File: src/rtl/seg7_pkg.sv
// Glyph encodings and the hex-to-segment lookup shared by the 7-segment display logic.
// Segment bits are {a,b,c,d,e,f,g} with a in bit 6, active-high before any pin polarity.
package seg7_pkg;

    typedef logic [6:0] seg7_t;

    localparam seg7_t SEG_0   = 7'h7E;
    localparam seg7_t SEG_1   = 7'h30;
    localparam seg7_t SEG_2   = 7'h6D;
    localparam seg7_t SEG_3   = 7'h79;
    localparam seg7_t SEG_4   = 7'h33;
    localparam seg7_t SEG_5   = 7'h5B;
    localparam seg7_t SEG_6   = 7'h5F;
    localparam seg7_t SEG_7   = 7'h70;
    localparam seg7_t SEG_8   = 7'h7F;
    localparam seg7_t SEG_9   = 7'h7B;
    localparam seg7_t SEG_A   = 7'h77;
    localparam seg7_t SEG_B   = 7'h1F;
    localparam seg7_t SEG_C   = 7'h4E;
    localparam seg7_t SEG_D   = 7'h3D;
    localparam seg7_t SEG_E   = 7'h4F;
    localparam seg7_t SEG_F   = 7'h47;
    localparam seg7_t SEG_OFF = 7'h00;

    function automatic seg7_t hex_to_seg7(input logic [3:0] nibble);
        seg7_t seg;
        case (nibble)
            4'h0:    seg = SEG_0;
            4'h1:    seg = SEG_1;
            4'h2:    seg = SEG_2;
            4'h3:    seg = SEG_3;
            4'h4:    seg = SEG_4;
            4'h5:    seg = SEG_5;
            4'h6:    seg = SEG_6;
            4'h7:    seg = SEG_7;
            4'h8:    seg = SEG_8;
            4'h9:    seg = SEG_9;
            4'hA:    seg = SEG_A;
            4'hB:    seg = SEG_B;
            4'hC:    seg = SEG_C;
            4'hD:    seg = SEG_D;
            4'hE:    seg = SEG_E;
            default: seg = SEG_F;
        endcase
        return seg;
    endfunction

endpackage

File: src/rtl/hex7seg_decode.sv
// Combinational hex nibble to active-high 7-segment glyph, zero latency.
// No state and no flow control; output follows the input within the cycle.
module hex7seg_decode
    import seg7_pkg::*;
(
    input  logic [3:0] nibble,
    output logic [6:0] seg
);

    assign seg = hex_to_seg7(nibble);

endmodule

File: src/rtl/seg7_scan_driver.sv
// Time-multiplexed N-digit 7-segment driver: load -> pins in two cycles, index change -> pins in one.
// No backpressure: load is a bare strobe that may be held; enable=0 freezes the scan and darkens the pins.
module seg7_scan_driver
    import seg7_pkg::*;
#(
    parameter int N_DIGITS    = 8,
    parameter int REFRESH_DIV = 100000,
    parameter int ACTIVE_LOW  = 1
) (
    input  logic                    clk,
    input  logic                    reset,
    input  logic [4*N_DIGITS-1:0]   value_in,
    input  logic [N_DIGITS-1:0]     dp_in,
    input  logic                    load,
    input  logic                    blank_lz,
    input  logic                    enable,
    output logic [N_DIGITS-1:0]     anodes,
    output logic [6:0]              segments,
    output logic                    dp_out
);

    localparam int CW = $clog2(REFRESH_DIV);
    localparam int IW = (N_DIGITS > 1) ? $clog2(N_DIGITS) : 1;
    localparam logic [CW-1:0] CNT_LAST = CW'(REFRESH_DIV - 1);
    localparam logic [IW-1:0] IDX_LAST = IW'(N_DIGITS - 1);
    localparam logic INV = (ACTIVE_LOW != 0);

    logic [4*N_DIGITS-1:0] in_val;
    logic [N_DIGITS-1:0]   in_dp;
    logic                  in_load;
    logic [4*N_DIGITS-1:0] shadow_val;
    logic [N_DIGITS-1:0]   shadow_dp;
    logic [CW-1:0]         cnt;
    logic [IW-1:0]         idx;

    logic [N_DIGITS-1:0]   lead_zero;
    logic [N_DIGITS-1:0]   onehot;
    logic [3:0]            sel_nib;
    logic                  sel_dp;
    logic                  sel_lz;
    logic                  blank;
    logic [6:0]            glyph;

    // lead_zero[i]: every nibble from the top down to digit i is zero.
    always_comb begin
        logic run;
        run       = 1'b1;
        lead_zero = '0;
        for (int i = N_DIGITS - 1; i >= 0; i--) begin
            run          = run && (shadow_val[4*i +: 4] == 4'h0);
            lead_zero[i] = run;
        end
    end

    always_comb begin
        onehot  = '0;
        sel_nib = 4'h0;
        sel_dp  = 1'b0;
        sel_lz  = 1'b0;
        for (int i = 0; i < N_DIGITS; i++) begin
            if (idx == IW'(i)) begin
                onehot[i] = 1'b1;
                sel_nib   = shadow_val[4*i +: 4];
                sel_dp    = shadow_dp[i];
                sel_lz    = lead_zero[i];
            end
        end
    end

    assign blank = blank_lz && (idx != '0) && sel_lz;

    hex7seg_decode u_decode (
        .nibble (sel_nib),
        .seg    (glyph)
    );

    // Input stage delays capture by one cycle so a load coinciding with an index step
    // shows the old shadow on the new digit for exactly one cycle.
    always_ff @(posedge clk) begin
        if (reset) begin
            in_load    <= 1'b0;
            in_val     <= '0;
            in_dp      <= '0;
            shadow_val <= '0;
            shadow_dp  <= '0;
        end else begin
            in_load <= load;
            if (load) begin
                in_val <= value_in;
                in_dp  <= dp_in;
            end
            if (in_load) begin
                shadow_val <= in_val;
                shadow_dp  <= in_dp;
            end
        end
    end

    always_ff @(posedge clk) begin
        if (reset) begin
            cnt <= '0;
            idx <= '0;
        end else if (enable) begin
            if (cnt == CNT_LAST) begin
                cnt <= '0;
                idx <= (idx == IDX_LAST) ? '0 : idx + 1'b1;
            end else begin
                cnt <= cnt + 1'b1;
            end
        end
    end

    always_ff @(posedge clk) begin
        if (reset || !enable) begin
            anodes   <= {N_DIGITS{INV}};
            segments <= {7{INV}};
            dp_out   <= INV;
        end else begin
            anodes   <= onehot ^ {N_DIGITS{INV}};
            segments <= (blank ? SEG_OFF : glyph) ^ {7{INV}};
            dp_out   <= sel_dp ^ INV;
        end
    end

endmodule
File: config.mk
export PLATFORM = sky130hd
export DESIGN_NAME = seg7_scan_driver
export DESIGN_NICKNAME = d
export VERILOG_FILES = /design/src/rtl/seg7_pkg.sv /design/src/rtl/hex7seg_decode.sv /design/src/rtl/seg7_scan_driver.sv
export SDC_FILE = /design/constraint.sdc
export NUM_CORES = 1
export LEC_CHECK = 0
export BUFFER_PORTS_ARGS = -buffer_cell sky130_fd_sc_hd__buf_2
export CAP_MARGIN = 40
export CORE_MARGIN = 5
export CORE_UTILIZATION = 58
export DETAILED_ROUTE_END_ITERATION = 10
export PLACE_DENSITY = 0.85
export SLEW_MARGIN = 20
export SYNTH_ARGS = -nofsm -noshare
export SYNTH_HDL_FRONTEND = slang
export SYNTH_HIERARCHICAL = 1
export SYNTH_SLANG_ARGS = --single-unit
File: constraint.sdc
create_clock -name clk -period 3.53 [get_ports clk]
set_clock_uncertainty 0.2 [all_clocks]
set_input_delay 1.059 -clock clk [delete_from_list [all_inputs] [get_ports clk]]
set_output_delay 1.059 -clock clk [all_outputs]
set_load 0.02 [all_outputs]
==> impl_metrics.toml <==
[run_status]
run_status = "finished clean"

[power]
reported_leakage_power_uw = 0.002526
vdd_drop_max_mv = 0.4364
power_density_nw_per_um2 = 575.9
seq_power_share_pct = 40.4
power.switching_uw = 747.3
power.share.clock_pct = 53.7
switching_part_of_the_total_power_pct = 21.49
comb_power_share_pct = 6.0
power.internal_uw = 2730

[min_path]
hold_end = "cnt[1]"
hold_path.startpoint = "cnt[1]"
hold_path_class = "reg2reg"
worst_hold_path.num_cells = 2

[cts]
cts.reportedPaths.clkPinSlew_ps = 60
cts_sinks = 117
cts_made_buffers = 17
postCtsSetupRepairBufs = 0
cts.hold.buffers_added = 0
clock_h_tree_levels = 4
insertion_delay_ps = 510
clock_path_buffers = 2
root_buffer = "sky130_fd_sc_hd__clkbuf_8"
cts_tree = "yes"

[timing]
max_slew.worst_pin.slew_ps = 622.6
tns_ps = 0
min_period_over_period_pct = 88.86
maxSlewHeadroom_pct = 58.49
achievable-frequency_ghz = 0.3188
slew_viol_final = 0
rsz0062_at_grt = "false"
report.final.setup_viol = 0
post-route-min-period_ps = 3137
timing_hold_violations_final = 0

[synthesis]
synth-async-reset-ratio_pct = 0
synth-adder-area-share_pct = 3.503
synth_warnings = 6
net_count_after_synthesis = 595
yosys.area_share.xor_xnor_pct = 2.627
synth_flop_cell = "sky130_fd_sc_hd__dfxtp_1"
synth-compound-area-share_pct = 6.830
synthesis.instances = 536
syn-mean-instance-area_sq_um = 9.330
synth_simple_gate_area_share_pct = 19.19
dominant_combinational_cell_family_by_area_after_synthesis = "simple AND/OR/NAND/NOR gates"
netlist_area_sq_um = 5001
synth.yosys.seq_area_share_pct = 46.84
synth.mux.area_fraction_pct = 17.61
synth-edff-count = 0
synth.lib_cells_used.distinct = 47
yosys_register_bits = 117

[floorplan]
initial_core_util_pct = 60.26
die_width_microns = 102.9
count_of_standard_cell_rows = 33
top_level_ports = 61
die_y_microns = 102.9
fp.coreArea_sq_um = 8299
fp.dieArea_sq_um = 10580

[worst_setup_path]
cp-start-kind = "flip-flop"
path_max_fanout = 7
reg2reg_from = "idx[0]"
r2r-end = "segments[3]"
arrival_ps = 3390
crit_type = "reg2reg"
worst_ep_required_time_ps = 3790
crit_path_end_kind = "flip-flop"
timing.reg2reg.worst_path_depth = 10
timing.reg2reg.setup_slack_ps = 390

[run]
maxCapViolations = 0

[route]
drt-pass1-iter-count = 5
drt_iter0_markers = 267
vias_per_cell = 5.494
routed_wire_length_per_instance_microns = 15.18
postRouteWirelength_mm = 10.75
drc = 0
vias = 3890
ant_nets = 0

[global_route]
grt_first_pass_wirelength_mm = 18.04
globalRouteOverflowTotal = 0
antenna_violations_before_repair = 0
gr-usage-all-layers_pct = 21.83
first_global_vias = 3880
grt_max_degree = 46

[placement]
dpl-instance-area_sq_um = 5383
io_buffers = 60
place.gp.congestion = 0.8594
half_perimeter_wire_length_of_the_detailed_placement_result_mm = 7.246

[finish]
layout.nets = 649
drive_gt1_share_pct = 18.41
fillerInstances = 563
fin_area_sq_um = 6038
antenna-diode-count = 0
syn2layout_area_growth_pct = 20.74
==> metrics by stage <==
step	hold WS, ps	total power, uW	cells	setup WS [ps]	utilization, %
2_1_floorplan	260.1	1569	536	462.6	-
3_3_place_gp	272.4	1626	675	511.9	64.62
3_5_place_dp	284.5	1636	676	260.3	64.86
4_1_cts	292.4	3504	708	229.4	72.64
5_1_grt	323.3	3597	708	59.53	72.76
6_report	288.6	3477	708	393.3	72.76
==> power groups by stage <==
stage	logic, uW	clock network [uW]	registers [uW]
floorplan	148	0	1420
global placement	192	0	1430
detailed placement	206	0	1430
CTS	209	1890	1400
global route	230	1960	1410
finish	207	1870	1400
==> cell type report <==
class | instances | area [sq um] | area share (%)
well taps | 105 | 131.4 | 2.176
multi-input cells | 376 | 2497 | 41.36
flip-flops and latches | 117 | 2345 | 38.83
clock buffers | 21 | 449.2 | 7.439
inverters | 11 | 41.29 | 0.6838
repair buffers | 67 | 377.9 | 6.258
clock inverters | 11 | 196.4 | 3.253
==> worst max-delay path, stage by stage (launching register included) <==
cell                       delay [ps]
sky130_fd_sc_hd__dfxtp_1          340
sky130_fd_sc_hd__inv_1            100
sky130_fd_sc_hd__ha_1             260
sky130_fd_sc_hd__nor2b_2          280
sky130_fd_sc_hd__a221oi_1         140
sky130_fd_sc_hd__o311a_1          340
sky130_fd_sc_hd__o21ai_1          310
sky130_fd_sc_hd__inv_1            170
sky130_fd_sc_hd__ha_1             350
sky130_fd_sc_hd__mux4_1           510
sky130_fd_sc_hd__nand3_1           80
==> timing repair <==
| item | 4_1_cts | 5_1_grt |
|---|---|---|
| endpoints found under the setup margin | 0 | 2 |
| gates resized for setup | 0 | 4 |
| hold endpoints to repair | 0 | 0 |
==> placed cells by master, fill, tap and decap left out, types with 3 or more instances in the layout <==
master and instances:
sky130_fd_sc_hd__dfxtp_1 115, sky130_fd_sc_hd__nor2_1 113, sky130_fd_sc_hd__mux2i_1 82, sky130_fd_sc_hd__buf_2 60, sky130_fd_sc_hd__nand2_1 36, sky130_fd_sc_hd__a21oi_1 16
sky130_fd_sc_hd__clkbuf_16 16, sky130_fd_sc_hd__nand3_1 14, sky130_fd_sc_hd__ha_1 13, sky130_fd_sc_hd__xor2_1 11, sky130_fd_sc_hd__inv_1 10, sky130_fd_sc_hd__o21ai_1 8
sky130_fd_sc_hd__o21ai_0 7, sky130_fd_sc_hd__nand4_1 6, sky130_fd_sc_hd__a221oi_1 5, sky130_fd_sc_hd__nor2b_1 5, sky130_fd_sc_hd__nor4_1 5, sky130_fd_sc_hd__bufinv_16 5
sky130_fd_sc_hd__buf_4 5, sky130_fd_sc_hd__o311a_1 4, sky130_fd_sc_hd__nand2b_1 4, sky130_fd_sc_hd__xnor2_1 4, sky130_fd_sc_hd__nor3_1 4, sky130_fd_sc_hd__nor4b_1 3
sky130_fd_sc_hd__nand3b_1 3, sky130_fd_sc_hd__or4_1 3, sky130_fd_sc_hd__clkbuf_8 3, sky130_fd_sc_hd__mux2_2 3
==> routing by layer <==
metal	part of all wire, %	wire [microns]	vias to the layer above	global-route usage, %
li1	-	-	1944	-
met1	44	4725	1815	26.83
met2	49	5277	112	35.60
met3	5.2	555	19	5.819
met4	1.8	191	0	10.56
met5	0	0	-	0
==> registers in the layout, summed over array words and instances (netlist names) <==
signal	cells
in_val	32
shadow_val	32
cnt	17
anodes	8
in_dp	8
shadow_dp	8
segments	7
idx	3
dp_out	1
in_load	1
==> synth_stat cells, drive strengths merged, types with 2 or more instances <==
master / instances / share of area (%)
and4: 2 / 0.35
dfxtp: 117 / 47
mux2i: 82 / 16
or2: 2 / 0.25
and2: 2 / 0.25
xnor2: 4 / 0.70
nand4: 6 / 0.75
buf: 12 / 1.1
ha: 14 / 3.5
nor4b: 3 / 0.53
o311a: 4 / 0.80
o21ai: 17 / 1.8
mux2: 3 / 0.68
a21oi: 16 / 1.6
nand3b: 3 / 0.45
and3: 2 / 0.25
nand3: 14 / 1.4
nor3: 4 / 0.40
a221oi: 5 / 0.88
or4: 5 / 0.90
nor2b: 6 / 0.75
nand2: 36 / 2.7
nand2b: 4 / 0.50
xor2: 11 / 1.9
nor2: 113 / 8.5
inv: 11 / 0.83
or3: 2 / 0.25
nor4: 5 / 0.63
clkbuf: 20 / 1.5
==> logic make-up (layout without fill, tap and decap cells) <==
family | Yosys count | count (layout)
simple gates | 211 | 211
flops | 117 | 117
mux | 86 | 86
compound gates | 50 | 50
buf+inv | 43 | 110
xor+xnor | 15 | 15
fa+ha+maj | 14 | 14
==> worst max path at each step <==
stage	end	cells after the start	slack (ps)	start
3_5_place_dp	segments[3]	10	260	idx[2]
6_report	segments[3]	10	390	idx[0]
5_1_grt	segments[3]	10	60	idx[0]
3_3_place_gp	segments[3]	10	510	idx[2]
4_1_cts	segments[3]	10	230	idx[2]
2_1_floorplan	segments[3]	12	460	idx[2]
(Power assumes the default switching activity.)
